==> config.mk <==
export PLATFORM = sky130hd
export DESIGN_NAME = trb_mem_ctrl_flat
export DESIGN_NICKNAME = d
export VERILOG_FILES = /design/src/rtl/trb_mem_ctrl_pkg.sv /design/src/rtl/trb_mem_ctrl_if.sv /design/src/rtl/trb_mem_ctrl.sv /design/src/flat_wrapper.sv
export SDC_FILE = /design/constraint.sdc
export NUM_CORES = 1
export LEC_CHECK = 0
export CAP_MARGIN = 15
export CORE_MARGIN = 5
export CORE_UTILIZATION = 38
export DETAILED_ROUTE_END_ITERATION = 7
export PLACE_DENSITY = 0.83
export SLEW_MARGIN = 20
export SYNTH_ARGS = -nofsm -noshare
export SYNTH_HDL_FRONTEND = slang
export SYNTH_SLANG_ARGS = --single-unit
export TNS_END_PERCENT = 1
==> constraint.sdc <==
create_clock -name clk -period 2.15 [get_ports clk]
set_input_delay 0.3225 -clock clk [delete_from_list [all_inputs] [get_ports clk]]
set_output_delay 0.3225 -clock clk [all_outputs]
set_load 0.05 [all_outputs]
==> src/rtl/trb_mem_ctrl_pkg.sv <==
// Shared Tracer constants, the memory-controller state type and its default depth.
package trb_mem_ctrl_pkg;

  localparam int TRB_WIDTH       = 32;
  localparam int TRB_MAX_TRACES  = 8;
  localparam int TRB_NTRACE_BITS = $clog2(TRB_MAX_TRACES);
  localparam int TRB_POS_W       = $clog2(TRB_WIDTH);
  localparam int TRB_MEM_DEPTH   = 256;

  typedef enum logic [2:0] {
    ST_IDLE,
    ST_PRE,
    ST_POST,
    ST_DONE,
    ST_S_WAIT,
    ST_S_READ,
    ST_S_LOAD
  } mem_ctrl_state_t;

endpackage

==> src/rtl/trb_mem_ctrl_if.sv <==
// Bundle between the trace memory controller (slave) and its surroundings (master):
// the run controls, the Tracer word/stream handshake, the memory port and the trigger status.
// With TRB_WRAP_FLAG_EN defined, an extra wrapped flag reports that the ring buffer wrapped.
interface trb_mem_ctrl_if #(
  parameter int ADDR_W = $clog2(trb_mem_ctrl_pkg::TRB_MEM_DEPTH)
) ();

  localparam int W     = trb_mem_ctrl_pkg::TRB_WIDTH;
  localparam int POS_W = trb_mem_ctrl_pkg::TRB_POS_W;

  // run control
  logic              en;
  logic              mode;
  logic [ADDR_W-1:0] post_cnt;
  logic [ADDR_W:0]   fill_ptr;
  // Tracer side
  logic              store;
  logic [W-1:0]      data;
  logic              trg_event;
  logic [POS_W-1:0]  event_pos;
  logic              req;
  logic              load;
  logic [W-1:0]      data_out;
  // memory side
  logic [ADDR_W-1:0] mem_addr;
  logic              mem_we;
  logic [W-1:0]      mem_wdata;
  logic [W-1:0]      mem_rdata;
  // status
  logic [ADDR_W-1:0] trg_addr;
  logic [POS_W-1:0]  trg_pos;
  logic              triggered;
  logic              done;
`ifdef TRB_WRAP_FLAG_EN
  logic              wrapped;
`endif

  modport slave (
    input  en, mode, post_cnt, fill_ptr,
    input  store, data, trg_event, event_pos, req,
    output load, data_out,
    output mem_addr, mem_we, mem_wdata,
    input  mem_rdata,
    output trg_addr, trg_pos, triggered, done
`ifdef TRB_WRAP_FLAG_EN
    , output wrapped
`endif
  );

  modport master (
    output en, mode, post_cnt, fill_ptr,
    output store, data, trg_event, event_pos, req,
    input  load, data_out,
    input  mem_addr, mem_we, mem_wdata,
    output mem_rdata,
    input  trg_addr, trg_pos, triggered, done
`ifdef TRB_WRAP_FLAG_EN
    , input wrapped
`endif
  );

endinterface

==> src/rtl/trb_mem_ctrl.sv <==
// Sequencer between the Tracer serializer and a single-port trace memory (1-cycle read latency).
// Trace mode ring-buffers stored words, latches the trigger word address and bit position and
// stops after a programmable number of post-trigger words. Stream mode answers Tracer requests
// with a LOAD pulse plus the next word read sequentially from address 0, gated by the host
// fill pointer.
// Optional feature: define TRB_WRAP_FLAG_EN to add the wrapped flag (ring buffer wrapped).
module trb_mem_ctrl
  import trb_mem_ctrl_pkg::*;
#(
  parameter int MEM_DEPTH = TRB_MEM_DEPTH
) (
  input logic           clk,
  input logic           rst,
  trb_mem_ctrl_if.slave bus
);

  localparam int ADDR_W = $clog2(MEM_DEPTH);
  localparam logic [ADDR_W-1:0] ADDR_ONE  = ADDR_W'(1);
  localparam logic [ADDR_W-1:0] ADDR_LAST = ADDR_W'(MEM_DEPTH - 1);
  localparam logic [ADDR_W:0]   RPTR_ONE  = (ADDR_W + 1)'(1);

  mem_ctrl_state_t   state;
  logic [ADDR_W-1:0] wptr;
  logic [ADDR_W-1:0] post_cnt;
  logic [ADDR_W:0]   rptr;      // extra MSB tells full from empty against fill_ptr
  logic [ADDR_W:0]   fill_lvl;
  logic              non_empty;
  logic              store_ok;
  logic              trace_state;

  assign trace_state = (state == ST_PRE) || (state == ST_POST);
  assign store_ok    = !rst && bus.en && bus.store && trace_state;
  assign fill_lvl    = bus.fill_ptr - rptr;
  assign non_empty   = (fill_lvl != '0);

  // Memory port: writes follow STORE combinationally, reads address the stream pointer.
  always_comb begin
    // NOTE: every output gets a default first so no latch is inferred on unlisted paths.
    bus.mem_we    = store_ok;
    bus.mem_wdata = '0;
    bus.mem_addr  = '0;
    if (store_ok) bus.mem_wdata = bus.data;
    unique case (state)
      ST_PRE, ST_POST:                bus.mem_addr = wptr;
      ST_S_WAIT, ST_S_READ, ST_S_LOAD: bus.mem_addr = rptr[ADDR_W-1:0];
      default:                        bus.mem_addr = '0;
    endcase
  end

  // Main sequencer: state, pointers and registered status/stream outputs.
  always_ff @(posedge clk) begin
    if (rst) begin
      state         <= ST_IDLE;
      wptr          <= '0;
      rptr          <= '0;
      post_cnt      <= '0;
      bus.load      <= 1'b0;
      bus.data_out  <= '0;
      bus.trg_addr  <= '0;
      bus.trg_pos   <= '0;
      bus.triggered <= 1'b0;
      bus.done      <= 1'b0;
    end else begin
      // NOTE: non-blocking assignments so every register samples the same pre-edge values.
      bus.load <= 1'b0;
      if (!bus.en) begin
        state         <= ST_IDLE;
        bus.triggered <= 1'b0;
        bus.done      <= 1'b0;
      end else begin
        unique case (state)
          ST_IDLE: begin
            wptr     <= '0;
            rptr     <= '0;
            post_cnt <= '0;
            state    <= bus.mode ? ST_S_WAIT : ST_PRE;
          end
          ST_PRE: begin
            if (bus.store) begin
              wptr <= wptr + ADDR_ONE;
              if (bus.trg_event) begin
                bus.trg_addr  <= wptr;
                bus.trg_pos   <= bus.event_pos;
                bus.triggered <= 1'b1;
                if (bus.post_cnt == '0) begin
                  state    <= ST_DONE;
                  bus.done <= 1'b1;
                end else begin
                  state <= ST_POST;
                end
              end
            end
          end
          ST_POST: begin
            if (bus.store) begin
              wptr     <= wptr + ADDR_ONE;
              post_cnt <= post_cnt + ADDR_ONE;
              if ((post_cnt + ADDR_ONE) == bus.post_cnt) begin
                state    <= ST_DONE;
                bus.done <= 1'b1;
              end
            end
          end
          ST_DONE: state <= ST_DONE;
          ST_S_WAIT: begin
            if (bus.req && non_empty) state <= ST_S_READ;
          end
          ST_S_READ: begin
            // read data for rptr is on mem_rdata during this cycle
            bus.load     <= 1'b1;
            bus.data_out <= bus.mem_rdata;
            state        <= ST_S_LOAD;
          end
          ST_S_LOAD: begin
            rptr  <= rptr + RPTR_ONE;
            state <= ST_S_WAIT;
          end
          default: state <= ST_IDLE;
        endcase
      end
    end
  end

`ifdef TRB_WRAP_FLAG_EN
  // Wrap flag: a write at the last address means the buffer start is now wptr, not 0.
  always_ff @(posedge clk) begin
    if (rst || !bus.en) begin
      bus.wrapped <= 1'b0;
    end else if (store_ok && (wptr == ADDR_LAST)) begin
      bus.wrapped <= 1'b1;
    end
  end
`endif

endmodule
==> src/flat_wrapper.sv <==
// flat-port wrapper written by rule: the top's interface ports become plain ports
module trb_mem_ctrl_flat import trb_mem_ctrl_pkg::*;
#(
  parameter int MEM_DEPTH = TRB_MEM_DEPTH
)
  (clk, rst, bus_en, bus_mode, bus_post_cnt, bus_fill_ptr, bus_store, bus_data, bus_trg_event, bus_event_pos, bus_req, bus_load, bus_data_out, bus_mem_addr, bus_mem_we, bus_mem_wdata, bus_mem_rdata, bus_trg_addr, bus_trg_pos, bus_triggered, bus_done);
  trb_mem_ctrl_if bus_i ();
  input logic clk;
  input logic rst;
  input wire logic [$bits(bus_i.en)-1:0] bus_en;
  input wire logic [$bits(bus_i.mode)-1:0] bus_mode;
  input wire logic [$bits(bus_i.post_cnt)-1:0] bus_post_cnt;
  input wire logic [$bits(bus_i.fill_ptr)-1:0] bus_fill_ptr;
  input wire logic [$bits(bus_i.store)-1:0] bus_store;
  input wire logic [$bits(bus_i.data)-1:0] bus_data;
  input wire logic [$bits(bus_i.trg_event)-1:0] bus_trg_event;
  input wire logic [$bits(bus_i.event_pos)-1:0] bus_event_pos;
  input wire logic [$bits(bus_i.req)-1:0] bus_req;
  output wire logic [$bits(bus_i.load)-1:0] bus_load;
  output wire logic [$bits(bus_i.data_out)-1:0] bus_data_out;
  output wire logic [$bits(bus_i.mem_addr)-1:0] bus_mem_addr;
  output wire logic [$bits(bus_i.mem_we)-1:0] bus_mem_we;
  output wire logic [$bits(bus_i.mem_wdata)-1:0] bus_mem_wdata;
  input wire logic [$bits(bus_i.mem_rdata)-1:0] bus_mem_rdata;
  output wire logic [$bits(bus_i.trg_addr)-1:0] bus_trg_addr;
  output wire logic [$bits(bus_i.trg_pos)-1:0] bus_trg_pos;
  output wire logic [$bits(bus_i.triggered)-1:0] bus_triggered;
  output wire logic [$bits(bus_i.done)-1:0] bus_done;
  assign bus_i.en = bus_en;
  assign bus_i.mode = bus_mode;
  assign bus_i.post_cnt = bus_post_cnt;
  assign bus_i.fill_ptr = bus_fill_ptr;
  assign bus_i.store = bus_store;
  assign bus_i.data = bus_data;
  assign bus_i.trg_event = bus_trg_event;
  assign bus_i.event_pos = bus_event_pos;
  assign bus_i.req = bus_req;
  assign bus_load = bus_i.load;
  assign bus_data_out = bus_i.data_out;
  assign bus_mem_addr = bus_i.mem_addr;
  assign bus_mem_we = bus_i.mem_we;
  assign bus_mem_wdata = bus_i.mem_wdata;
  assign bus_i.mem_rdata = bus_mem_rdata;
  assign bus_trg_addr = bus_i.trg_addr;
  assign bus_trg_pos = bus_i.trg_pos;
  assign bus_triggered = bus_i.triggered;
  assign bus_done = bus_i.done;
  trb_mem_ctrl #(.MEM_DEPTH(MEM_DEPTH)) u_core (.clk(clk), .rst(rst), .bus(bus_i));
endmodule
# Word level (Yosys, flattened, before mapping)
# Index checks and enable logic that the tools add are counted.
# totals
in_bits,93
ff_bits,76
# classes
muxes,22
eq_ne,14
n_bitwise,1
n_addsub,4
reduce_logical,24
# op_table
op,n
$pmux W8 S2,3
$mux W32,1
$pmux W3 S7,1
$mux W3,6
$pmux W9 S2,1
$add A8 B1 Y8 const B,2
$mux W8,2
$ne A2 B2 Y1 const B,5
$add A9 B1 Y9 const B,1
$eq A3 B3 Y1 const B,3
$reduce_and A3 Y1,3
$reduce_bool A9 Y1,1
$sub A9 B9 Y9,1
$eq A8 B8 Y1,1
$logic_not A8 Y1,1
$reduce_bool A2 Y1,4
$mux W1,7
$eq A3 B2 Y1 const B,2
$reduce_and A6 Y1,1
$reduce_and A5 Y1,1
$logic_and A1 B1 Y1,4
$ne A2 B1 Y1 const B,2
$reduce_and A2 Y1,2
$reduce_and A4 Y1,1
other kinds (8),9

# Logic depth before layout (Yosys ltp)
# logic_depth
ltp_word,5
ltp_mapped,8
mapped_depth_nobuf,8

# Worst setup path after synthesis
# Ideal clock, no wire load.
# synth_path
kind,reg-to-output
startpoint,register u_core.state[2]
endpoint,output bus_mem_addr[6]
arrival_ns,2.403
setup_slack_ns,-0.576
stages_incl_launch_ff,6
n_path_buf,3
cell_sequence,dfxtp_1 clkbuf_1 buf_1 buf_1 a21oi_1 a211oi_1
# synth_between
elab_chain_cells,3
elab_cells_between_ends,8
cone_classes,5 x eq/ne; 1 x mux; 2 x reduce/logical
# synth_rtl
element,line_no,rtl
from (decl),trb_mem_ctrl.sv:22,mem_ctrl_state_t state;
from (signal assigned),trb_mem_ctrl.sv:76,state <= bus.mode ? ST_S_WAIT : ST_PRE;
"$eq A3 B3 Y1, or another cell as far along",trb_mem_ctrl.sv:43,unique case (state)
$reduce_or A3 Y1 / $reduce_or A2 Y1 (equally long branches),--,
$pmux W8 S2 *,trb_mem_ctrl.sv:43,
to (decl),flat_wrapper.sv:21,output wire logic [$bits(bus_i.mem_addr)-1:0] bus_mem_addr;
# Mark *: on every way between the ends. The rest lies on a longest branch, timed or not.

# Worst setup path in the final report
# layout_path
startpoint,register u_core.state[1]
endpoint,output bus_mem_wdata[3]
# layout_between
elab_chain_cells,4
elab_cells_between_ends,5
cone_classes,2 x eq/ne; 1 x mux; 2 x reduce/logical
# layout_rtl
element,line_no,rtl
$eq A3 B1 Y1 / $eq A3 B2 Y1 (equally long branches),trb_mem_ctrl.sv:31,assign trace_state = (state == ST_PRE) || (state == ST_POST);
$logic_or A1 B1 Y1 *,trb_mem_ctrl.sv:31,
$logic_and A1 B1 Y1 *,trb_mem_ctrl.sv:32,assign store_ok = !rst && bus.en && bus.store && trace_state;
$mux W32 *,trb_mem_ctrl.sv:42,if (store_ok) bus.mem_wdata = bus.data;
to (decl),flat_wrapper.sv:23,output wire logic [$bits(bus_i.mem_wdata)-1:0] bus_mem_wdata;
# Marked as above.

==> summary.md <==
| Metric | Value |
|---|---|
| Status | complete, but fails checks |
| Failing checks | setup timing |
| Period utilization | 102% |
| FF/Latch Area | 1520 µm² |
| Post-synth EDFFs | 0 |
| Reg clk slew, reported paths | 80 ps |
| Most common cell after layout, fill and taps aside | clkdlybuf4s50_1 |
| Row cnt | 37 |
| Synth top area cells | dfxtp_1, nand2_1, a21oi_1 |
| Grt ovf | 0 |
| Rel. slew slack | 57.6% |
| Via/cell ratio | between 5 and 6 |
| Max Cap Viol | 0 |
| R2R depth | 8 |
| Startpoint Class | flop |
| Clock Latency Late Sink | 350 ps |
| Cell area after placement | about 6600 µm² |
| Fin area | 7040 µm² |
| Least-Margin Pin Slew | 636 ps |
| Multiplexer area fraction after synthesis | 0% |
| DRC viols | 0 |
| RSZ-0062 raised after global routing | yes |
| CTS tree | built |
| Worst setup startpoint | u_core.state[1]$_SDFFE_PP0P_ |
| Chip width | between 100 and 150 µm |
| Peak supply drop | 0.417 mV |
| Crit path setup slack, layout | -35.9 ps |
| Total power | ~3.2 mW |
| DRT iter0 DRCs | around 260 |
| R2R setup slack | 90 ps |
| Critical Path RT | 1830 ps |
| Syn Inst Count | around 530 |
| Synth Area per Inst | 7.59 µm² |
| Synth area leader | dfxtp_1 |
| Complex-gate fraction of the synthesized area | 17.5% |
| Total CTS buffers | 9 |
| Multi-input logic area | approximately 2500 µm² |
| Main combinational cell family by area after synthesis | simple AND/OR/NAND/NOR gates |
| YS warnings | 0 |
| Syn-to-layout area delta | 76.6% |
| Share of the synthesized area in the top cell type | 38.2% |
| LEAKAGE | 2.58 nW |
| Global-route wire length before repair | 22300 µm |
| Post-synth ARST share | 0% |
| Synth Cell Area | about 4000 µm² |
| Synth Area in Adders | 3.45% |
| Reg-to-reg startpoint | u_core.rptr[1]$_SDFFE_PP0P_ |
| Initial antenna violation count | 0 |
| Worst Hold Class | flop to flop |
| Chip Height | 112 µm |
| Critical path type | flop to primary output |
| Antenna diodes | 0 |
| Final ANT Viol Nets | 0 |
| Largest net degree at the start of global routing | 62 |
| Fillers | 775 |
| Simple-gate portion of the synthesized area | 31.4% |
| Dpl hpwl | between 10000 and 15000 µm |
| Vias in the first global route | 4547 |
| Pre-Repair DR Iteration Count | 5 |
| Fin crit period | 2190 ps |
| Max Fclk | ~0.46 GHz |
| # setup viols final | 33 |
| Clk sinks | 76 |
| WHS Path Cells | 2 |
| Starting Density | around two fifths |
| Worst Path Max Fanout | 8 |
| Worst-case clock skew | 7.56 ps |
| Main synth FF type | dfxtp_1 |
| CTS H-Tree Depth | 3 |
| Worst-case clock buffer depth | 2 |
| Max-slew violations | 0 |
| Library cells used by synthesis | 53 |
| NumNets Final | 839 |
| Crit path to | bus_mem_wdata[3] |
| Pwr Density | 453 nW/µm² |
| Top Ports | 182 |
| Routability cong. | 0.896 |
| I/O Buffers | 181 |
| Share of layout cells above drive strength 1 | 22.4% |
| Final Hold Fails | 0 |
| Root Buffer | clkbuf_8 |
| Crit. End Element | primary output |
| Most frequent cells in the layout | clkdlybuf4s50_1, nand2_1, a21oi_1, dfxtp_1 |
| Post-Synth XOR/XNOR Area | roughly 5.3% |
| # hold bufs at CTS | 0 |
| Post-DR wirelength/cell | around 16 µm |
| Gr usage total | 21.4% |
| Die area | 12600 µm² |
| WP data arrival | 1860 ps |
| Yosys reg bits | 76 |
| Final wirelength | 14300 µm |
| Via count | 4508 |
| FF-to-FF End | u_core.state[0]$_SDFFE_PP0P_ |
| Synthesized Nets | 629 |
| Core Box Area | 10300 µm² |
| Register area share after synthesis | 38.2% |
area by class of cell:
class / count / share of cell area (%)
inverters: 12 / 0.640
multi-input cells: 409 / 35.5
clock buffers: 10 / 1.96
clock inverters: 6 / 1.01
repair buffers: 227 / 36.8
flip-flops and latches: 76 / 21.6
well taps: 136 / 2.42
cells by family after synthesis:
group / Yosys count
xor+xnor: 24
fa+ha+maj: 11
flops: 76
compound gates: 122
simple gates: 248
buf+inv: 44
flip-flops by register name, indices dropped and copies added, names as in the netlist:
register / count
u_core.bus.trg_pos: 5
u_core.bus.load: 1
u_core.rptr: 9
u_core.post_cnt: 8
u_core.wptr: 8
u_core.bus.done: 1
u_core.bus.data_out: 32
u_core.state: 3
u_core.bus.trg_addr: 8
u_core.bus.triggered: 1
critical path: stages, from the launching register on:
cell	delay, ps
dfxtp_2	340
and2b_1	190
and2b_2	200
or2_4	290
and3_4	200
and2_4	150
buf_12	140
stage by stage:
stage	hold WS (ps)	util [%]	worst slack [ps]	cells	TNS [ps]
6_report	456	68.5	-35.9	876	-871
5_1_grt	485	68.5	-101	876	-3030
4_1_cts	413	67.6	-66.8	870	-1720
3_5_place_dp	446	64.4	-545	853	-693
2_1_floorplan	450	-	-411	525	-5740
3_3_place_gp	441	64.4	-344	853	-344
synth_stat cells (2+ instances only):
| cell | count |
|---|---|
| dfxtp_1 | 76 |
| nor3b_1 | 4 |
| nand4_1 | 5 |
| xor2_1 | 9 |
| nand3_1 | 16 |
| and4_1 | 3 |
| and3_1 | 4 |
| o21ai_0 | 18 |
| o21a_1 | 2 |
| nand2_1 | 106 |
| ha_1 | 11 |
| nand2b_1 | 4 |
| a21oi_1 | 76 |
| nor2b_1 | 9 |
| xnor2_1 | 15 |
| or3_1 | 4 |
| or4_1 | 5 |
| a211oi_1 | 8 |
| and2b_1 | 2 |
| or2_1 | 2 |
| and3b_1 | 2 |
| nand3b_1 | 2 |
| or2_2 | 2 |
| and2_1 | 35 |
| buf_2 | 2 |
| inv_1 | 12 |
| a21boi_0 | 2 |
| a31oi_1 | 4 |
| clkbuf_1 | 26 |
| a41oi_1 | 2 |
| buf_1 | 4 |
| nor2_1 | 32 |
how the worst min path moves through the flow:
stage	slack, ps	startpoint	to
CTS	410	rst	u_core.bus.done$_SDFFE_PP0P_
finish	460	u_core.bus.data_out[30]$_SDFFE_PP0P_	u_core.bus.data_out[30]$_SDFFE_PP0P_
detailed placement	450	u_core.bus.data_out[15]$_SDFFE_PP0P_	u_core.bus.data_out[15]$_SDFFE_PP0P_
floorplan	450	u_core.rptr[4]$_SDFFE_PP0P_	u_core.rptr[4]$_SDFFE_PP0P_
global route	480	u_core.bus.data_out[18]$_SDFFE_PP0P_	u_core.bus.data_out[18]$_SDFFE_PP0P_
global placement	440	u_core.bus.data_out[28]$_SDFFE_PP0P_	u_core.bus.data_out[28]$_SDFFE_PP0P_
metal layers:
metal  global-route usage (%)  vias up  wire length [µm]
met5                        0        -                 0
met4                     4.81        0               131
met3                     6.20       14              1150
met2                     39.1      183              7480
met1                     24.7     2102              5580
li1                         -     2209                 -
what timing repair did:
item | in CTS | in global routing
pin swaps | 33 | 2
setup endpoints to repair | 41 | 37
resized for setup | 44 | 9
gates cloned | 1 | 3
setup buffers | 1 | 3
report_power, final:
group	switching [mW]	internal, mW
Combinational	0.278	0.329
Sequential	0.00626	1.41
Clock	0.582	0.579
Total	0.866	2.32
(Power assumes the default switching activity.)
